### src/rtl/sd_cmd_sched.sv
// sd_cmd_sched: command scheduler between NUM_CH command sources and the single
// SD CMD-line engine. Each channel holds one queued command. The scheduler
// arbitrates between them, issues the winner to the engine, routes the result
// back to the owning channel and, on error, flushes the other pending channels.
//
// Build option: define SD_CMD_SCHED_RR_EN for round-robin arbitration.
// Without it, arbitration is fixed priority and the lowest channel index wins.
//
// Handshakes (req_* and eng_*) use valid/ready semantics. A transfer happens
// on a clock edge where valid and ready are both high. Once valid is raised,
// the payload stays stable until that transfer. Ready may depend on state but
// never on valid.
//
// The state_o debug output exposes the FSM state:
// 0 = IDLE, 1 = ISSUE, 2 = WAIT, 3 = DONE.
module sd_cmd_sched #(
  parameter int                 NUM_CH     = 2,
  parameter int                 ARG_W      = 32,
  parameter int                 RSP_W      = 120,
  parameter logic [NUM_CH-1:0]  FLUSH_MASK = {NUM_CH{1'b1}},
  localparam int                CH_W       = (NUM_CH > 1) ? $clog2(NUM_CH) : 1
) (
  input  logic                    clk_i,
  input  logic                    rst_ni,
  input  logic                    sw_rst_i,
  input  logic [NUM_CH-1:0]       req_valid_i,
  output logic [NUM_CH-1:0]       req_ready_o,
  input  logic [NUM_CH*6-1:0]     req_cmd_i,
  input  logic [NUM_CH*ARG_W-1:0] req_arg_i,
  input  logic [NUM_CH*2-1:0]     req_rsp_type_i,
  output logic                    eng_valid_o,
  input  logic                    eng_ready_i,
  output logic [5:0]              eng_cmd_o,
  output logic [ARG_W-1:0]        eng_arg_o,
  output logic [1:0]              eng_rsp_type_o,
  input  logic                    eng_result_valid_i,
  input  logic [RSP_W-1:0]        eng_rsp_i,
  input  logic [2:0]              eng_err_i,
  input  logic                    eng_timeout_i,
  output logic [NUM_CH-1:0]       done_o,
  output logic [3:0]              err_o,
  output logic [RSP_W-1:0]        rsp_o,
  output logic [NUM_CH-1:0]       aborted_o,
  output logic [NUM_CH-1:0]       inhibit_o,
  output logic [CH_W-1:0]         active_o,
  output logic [1:0]              state_o
);

  typedef enum logic [1:0] {
    S_IDLE  = 2'd0,
    S_ISSUE = 2'd1,
    S_WAIT  = 2'd2,
    S_DONE  = 2'd3
  } state_e;

  state_e              state_q, state_d;
  logic [NUM_CH-1:0]   pending_q, pending_d;
  logic [NUM_CH-1:0]   accept;
  logic [NUM_CH-1:0]   grant_oh;
  logic [NUM_CH-1:0]   flush;
  logic [CH_W-1:0]     grant_q;
  logic [CH_W-1:0]     arb_idx;
  logic [CH_W-1:0]     arb_base;
  logic                arb_found;
  logic                issue_hs;
  logic                result_in;
  logic [5:0]          slot_cmd  [NUM_CH];
  logic [ARG_W-1:0]    slot_arg  [NUM_CH];
  logic [1:0]          slot_type [NUM_CH];
  logic [RSP_W-1:0]    rsp_q;
  logic [3:0]          err_q;

  // Acceptance is blocked for occupied slots and for the whole DONE cycle,
  // so a flush can never race with a new request.
  assign req_ready_o = ~pending_q & {NUM_CH{state_q != S_DONE}};
  assign accept      = req_valid_i & req_ready_o;
  assign issue_hs    = (state_q == S_ISSUE) && eng_ready_i;
  assign result_in   = eng_result_valid_i || eng_timeout_i;

`ifdef SD_CMD_SCHED_RR_EN
  logic [CH_W-1:0] rr_ptr_q;

  // Round-robin pointer: the search starts one past the last issued channel.
  always_ff @(posedge clk_i or negedge rst_ni) begin
    if (!rst_ni) begin
      rr_ptr_q <= '0;
    end else if (sw_rst_i) begin
      rr_ptr_q <= '0;
    end else if (issue_hs) begin
      rr_ptr_q <= (int'(grant_q) == NUM_CH - 1) ? '0 : grant_q + CH_W'(1);
    end
  end

  assign arb_base = rr_ptr_q;
`else
  assign arb_base = '0;
`endif

  // Arbiter: first pending channel, scanning upward from arb_base with wrap.
  always_comb begin
    int idx;
    idx       = 0;
    arb_found = 1'b0;
    arb_idx   = '0;
    for (int i = 0; i < NUM_CH; i++) begin
      idx = int'(arb_base) + i;
      if (idx >= NUM_CH) idx = idx - NUM_CH;
      if (!arb_found && pending_q[idx]) begin
        arb_found = 1'b1;
        arb_idx   = CH_W'(idx);
      end
    end
  end

  // FSM state register.
  always_ff @(posedge clk_i or negedge rst_ni) begin
    if (!rst_ni) begin
      state_q <= S_IDLE;
    end else if (sw_rst_i) begin
      state_q <= S_IDLE;
    end else begin
      state_q <= state_d;
    end
  end

  // FSM next-state logic.
  always_comb begin
    state_d = state_q;
    case (state_q)
      S_IDLE:  if (arb_found) state_d = S_ISSUE;
      S_ISSUE: if (eng_ready_i) state_d = S_WAIT;
      S_WAIT:  if (result_in) state_d = S_DONE;
      S_DONE:  state_d = S_IDLE;
      default: state_d = S_IDLE;
    endcase
  end

  // FSM outputs: engine request, completion and abort pulses, status.
  always_comb begin
    grant_oh          = '0;
    grant_oh[grant_q] = 1'b1;
    flush             = '0;
    eng_valid_o       = 1'b0;
    eng_cmd_o         = '0;
    eng_arg_o         = '0;
    eng_rsp_type_o    = '0;
    done_o            = '0;
    active_o          = '0;
    if (state_q == S_ISSUE) begin
      eng_valid_o    = 1'b1;
      eng_cmd_o      = slot_cmd[grant_q];
      eng_arg_o      = slot_arg[grant_q];
      eng_rsp_type_o = slot_type[grant_q];
    end
    if (state_q == S_DONE) begin
      done_o = grant_oh;
      if ((|err_q) && FLUSH_MASK[grant_q]) flush = pending_q & ~grant_oh;
    end
    if (state_q != S_IDLE) active_o = grant_q;
  end

  assign aborted_o = flush;
  assign inhibit_o = pending_q;
  assign err_o     = err_q;
  assign rsp_o     = rsp_q;
  assign state_o   = state_q;

  // Pending set: newly accepted slots; the DONE cycle retires the grant and any flushed channels.
  always_comb begin
    pending_d = pending_q | accept;
    if (state_q == S_DONE) pending_d = pending_d & ~grant_oh & ~flush;
  end

  // Pending register.
  always_ff @(posedge clk_i or negedge rst_ni) begin
    if (!rst_ni) begin
      pending_q <= '0;
    end else if (sw_rst_i) begin
      pending_q <= '0;
    end else begin
      pending_q <= pending_d;
    end
  end

  // Grant is latched once in IDLE and held until the command retires.
  always_ff @(posedge clk_i or negedge rst_ni) begin
    if (!rst_ni) begin
      grant_q <= '0;
    end else if (sw_rst_i) begin
      grant_q <= '0;
    end else if (state_q == S_IDLE && arb_found) begin
      grant_q <= arb_idx;
    end
  end

  // Per-channel command slots, written only while the slot is free.
  always_ff @(posedge clk_i or negedge rst_ni) begin
    if (!rst_ni) begin
      for (int c = 0; c < NUM_CH; c++) begin
        slot_cmd[c]  <= '0;
        slot_arg[c]  <= '0;
        slot_type[c] <= '0;
      end
    end else begin
      for (int c = 0; c < NUM_CH; c++) begin
        if (accept[c]) begin
          slot_cmd[c]  <= req_cmd_i[c*6 +: 6];
          slot_arg[c]  <= req_arg_i[c*ARG_W +: ARG_W];
          slot_type[c] <= req_rsp_type_i[c*2 +: 2];
        end
      end
    end
  end

  // Result capture in WAIT; a timeout overrides all other error bits.
  always_ff @(posedge clk_i or negedge rst_ni) begin
    if (!rst_ni) begin
      rsp_q <= '0;
      err_q <= '0;
    end else if (sw_rst_i) begin
      rsp_q <= '0;
      err_q <= '0;
    end else if (state_q == S_WAIT && result_in) begin
      rsp_q <= eng_rsp_i;
      err_q <= eng_timeout_i ? 4'b1000 : {1'b0, eng_err_i};
    end
  end

endmodule

### config.mk
export PLATFORM = sky130hd
export DESIGN_NAME = sd_cmd_sched
export DESIGN_NICKNAME = d
export VERILOG_FILES = /design/src/rtl/sd_cmd_sched.sv
export SDC_FILE = /design/constraint.sdc
export NUM_CORES = 1
export LEC_CHECK = 0
export CAP_MARGIN = 20
export CORE_AREA = 2 2 149 151
export DETAILED_ROUTE_END_ITERATION = 6
export DIE_AREA = 0 0 151 153
export PLACE_DENSITY = 0.77
export SYNTH_ARGS = -nofsm -noshare
export SYNTH_HDL_FRONTEND = slang
export SYNTH_SLANG_ARGS = --single-unit
### constraint.sdc
create_clock -name clk_i -period 2.63 [get_ports clk_i]
set_input_delay 0.526 -clock clk_i [delete_from_list [all_inputs] [get_ports clk_i]]
set_output_delay 0.526 -clock clk_i [all_outputs]
set_load 0.02 [all_outputs]
==> impl_metrics.env <==
export IMPL_crit_reg2reg_launch="state_o[0]"
export IMPL_synth_to_layout_area_growth_pct=59.1
export IMPL_routed_via_count=6371
export IMPL_die_width_um=151
export IMPL_synthMuxAreaShare_pct=15.7
export IMPL_critical_path_class="flop to output pin"
export IMPL_critPathTopFamily="buffers and inverters"
export IMPL_seq_power_share_pct=37.7
export IMPL_filler_cell_count=1674
export IMPL_wirelength_mm=25.5
export IMPL_slew_viol_final=0
export IMPL_synthAdderAreaFrac_pct=0.595
export IMPL_finish_instance_area_um2=13400
export IMPL_postPlaceCellArea_um2=12700
export IMPL_tritoncts="done"
export IMPL_post_synth_top_area_cell="sky130_fd_sc_hd__dfrtp_1"
export IMPL_critical_path_cell_chain="ha_1, o41ai_1, buf_4, nor3b_1, dlygate4sd2_1"
export IMPL_worstPathBufferInverterCount=2
export IMPL_p_sw_w=0.00351
export IMPL_final_common_cell="sky130_fd_sc_hd__clkdlybuf4s50_1"
export IMPL_syn_instance_count=578
export IMPL_setup_worst_path_end_class="output pin"
export IMPL_grt_setup_unrepaired="no"
export IMPL_mostFrequentLayoutCells="337 x sky130_fd_sc_hd__clkdlybuf4s50_1, 208 x sky130_fd_sc_hd__dfrtp_1, 123 x sky130_fd_sc_hd__a22o_1"
export IMPL_design_die_area_um2=23100
export IMPL_grt_first_pass_wirelength_mm=39.0
export IMPL_crit_path_max_fanout=5
export IMPL_synth_seq_cells=209
export IMPL_skew_ns=0.0301
export IMPL_powerDensity_nw_per_um2=829
export IMPL_design_power_total_w=0.0111
export IMPL_share_clk_of_total_power_pct=28.4
export IMPL_setup_viol_count_final=0
export IMPL_io_pins=387
export IMPL_synth_top_family_by_area="multiplexers"
export IMPL_number_of_synthesis_warnings=0
export IMPL_insertedDiodeCount=0
export IMPL_area_share_of_xor_xnor_cells_in_the_synthesized_design_pct=0
export IMPL_cp_data_arrival_time_ns=1.96
export IMPL_drt_first_iter_violations=175
export IMPL_clk_pin_slew_worst_paths_ns=0.06
export IMPL_grt_pass1_vias=6740
export IMPL_gr_overflow_total=0
export IMPL_max_stage_delay_ns=0.42
export IMPL_clockRootBuffer="sky130_fd_sc_hd__clkbuf_16"
export IMPL_grtUsageTotal_pct=21.8
export IMPL_final_period_minus_worst_setup_slack_ns=2.49
export IMPL_max_vdd_ir_drop_mv=0.422
export IMPL_htreeDepth=1
export IMPL_vias_per_cell=5.04
export IMPL_drt_first_pass_iters=4
export IMPL_run_status="complete, no violations"
export IMPL_critPathRequiredTime_ns=2.10
export IMPL_finalHoldViolCount=0
export IMPL_clock_insertion_delay_worst_skew_ns=0.51
export IMPL_ranking_of_synthesized_cells_by_area="sky130_fd_sc_hd__dfrtp_1 62%, sky130_fd_sc_hd__a22o_1 13%, sky130_fd_sc_hd__mux2_2 8.7%, sky130_fd_sc_hd__mux2i_1 4.9%, sky130_fd_sc_hd__nor2b_1 3.2%"
export IMPL_layout_nets=1184
export IMPL_share_comb_of_total_power_pct=33.9
export IMPL_clock_sinks=209
export IMPL_start_util_pct=39.2
export IMPL_synth_distinct_cells=25
export IMPL_cts_buffers=22
export IMPL_synth_simple_gate_area_share_pct=4.52
export IMPL_mappedNetlistNets=793
export IMPL_max_clock_buf_depth=3
export IMPL_finalCritPeriodShare_pct=94.6
export IMPL_power_leakage_nw=5.90
export IMPL_synth_cell_area_um2=8420
export IMPL_grt_antenna_before_repair=0
export IMPL_dpl_wire_length_mm=18.7
export IMPL_avgRoutedWirePerCell_um=20.2
export IMPL_io_buffers=386
export IMPL_count_of_unresolved_drc_violations_after_routing=0
export IMPL_core_area_um2=21500
export IMPL_slew_headroom_pct=60.8
export IMPL_maxClockFrequency_mhz=402
export IMPL_slew_at_the_pin_with_the_worst_max_slew_slack_ns=0.588
export IMPL_max_cap_viol_count=0
export IMPL_timing_critical_path_from_type="flop"
export IMPL_internal_power_w=0.00760
export IMPL_layout_drive_gt1_share_pct=13.6
export IMPL_syn_avg_cell_area_um2=14.6
export IMPL_rows=54
export IMPL_worst_setup_path_startpoint="state_o[0]"
export IMPL_yosysSeqAreaShare_pct=62.1
export IMPL_gp_congestion=0.827
export IMPL_final_antenna_net_count=0
export IMPL_switching_share_pct=31.6
export IMPL_grt_max_degree=69
export IMPL_slowest_stage_cell_cp="sky130_fd_sc_hd__dfrtp_1"
export IMPL_ff_latch_area_um2=5230
export IMPL_tns_ns=0
export IMPL_synth_top_area_share_pct=62.1
export IMPL_hold_removal_path_class="input port to asynchronous set/reset pin"
export IMPL_chipHeight_um=153
export IMPL_multiInputGateArea_um2=2910
export IMPL_synth_compound_gate_area_share_pct=13.4
## per-stage QoR
stage	util [%]	hold WS, ns	instances	setup slack [ns]
2_1_floorplan	-	0.230	578	0.599
5_1_grt	62.3	0.0477	1265	0.00228
3_5_place_dp	59.0	0.478	1222	0.325
6_report	62.3	0.0254	1265	0.142
4_1_cts	62.3	0.0270	1265	0.0124
3_3_place_gp	59.0	0.467	1222	0.376
## logic make-up after synthesis
logic type / after synthesis
AOI/OAI and AO/OA: 131
buffers and inverters: 49
and+or+nand+nor: 63
adders and majority gates: 4
muxes: 122
DFF: 209
## registers in the layout, summed over array words and instances (netlist names)
signal     flops
state_o        2
slot_type      4
inhibit_o      2
err_o          4
grant_q        1
rsp_o        120
slot_cmd      12
slot_arg      64
## area by class of cell
type                    instances  area share [%]
clock buffers                  30            4.63
clock inverters                10           0.906
inverters                       3          0.0841
multi-input cells             320            21.7
flip-flops and latches        209            39.1
well taps                     280            2.62
repair buffers                413            31.0
## power by group through the flow
stage	Combinational [W]	Sequential (W)	Clock, W
after floorplan	0.00183	0.00445	0
after global placement	0.00389	0.00422	0
after detailed placement	0.00396	0.00424	0
after CTS	0.00382	0.00419	0.00323
after global routing	0.00403	0.00426	0.00336
final	0.00377	0.00418	0.00315
## path summary, 6_finish.rpt
kind | to | slack (ns) | depth (start not counted)
worst min-delay path | slot_cmd[8] | 0.03 | 1
worst max register to register | rsp_o[90] | 0.67 | 6
min in group clk_i | slot_arg[45] | 0.49 | 1
max in group asynchronous | rsp_o[76] | 1.84 | 2
worst min register to register | slot_arg[45] | 0.49 | 1
worst max-delay path | aborted_o[1] | 0.14 | 5
## per-layer routing
layer  up-vias  GRT usage [%]  wire length [µm]
met5         -              0                 0
met2       271           37.2             12500
li1       2896              -                 -
met3        53           6.57              2160
met1      3151           25.9              9940
met4         0           8.19               974
## synth_stat cells
library cell	number
sky130_fd_sc_hd__nor2b_1	43
sky130_fd_sc_hd__a22o_1	123
sky130_fd_sc_hd__a22oi_1	1
sky130_fd_sc_hd__o41ai_1	1
sky130_fd_sc_hd__nand2_1	2
sky130_fd_sc_hd__o21ai_1	1
sky130_fd_sc_hd__buf_2	24
sky130_fd_sc_hd__dfrtp_1	209
sky130_fd_sc_hd__nor3b_2	2
sky130_fd_sc_hd__buf_4	8
sky130_fd_sc_hd__mux2i_1	41
sky130_fd_sc_hd__nor2_1	8
sky130_fd_sc_hd__buf_6	8
sky130_fd_sc_hd__ha_1	4
sky130_fd_sc_hd__nor3b_1	2
sky130_fd_sc_hd__a21oi_1	3
sky130_fd_sc_hd__mux2_1	16
sky130_fd_sc_hd__and2_1	1
sky130_fd_sc_hd__clkbuf_1	6
sky130_fd_sc_hd__a221oi_1	1
sky130_fd_sc_hd__inv_1	3
sky130_fd_sc_hd__mux2_2	65
sky130_fd_sc_hd__nand2b_1	2
sky130_fd_sc_hd__a211oi_1	1
sky130_fd_sc_hd__nor3_1	3
## repair_timing
| item | 4_1_cts | 5_1_grt |
|---|---|---|
| buffers inserted | 3 | 0 |
| hold buffers | 0 | 0 |
| endpoints found under the setup margin | 46 | 4 |
| pin swaps | 0 | 0 |
| resized for setup | 47 | 4 |
| cloned | 0 | 0 |
Power figures use the tool's default switching activity.
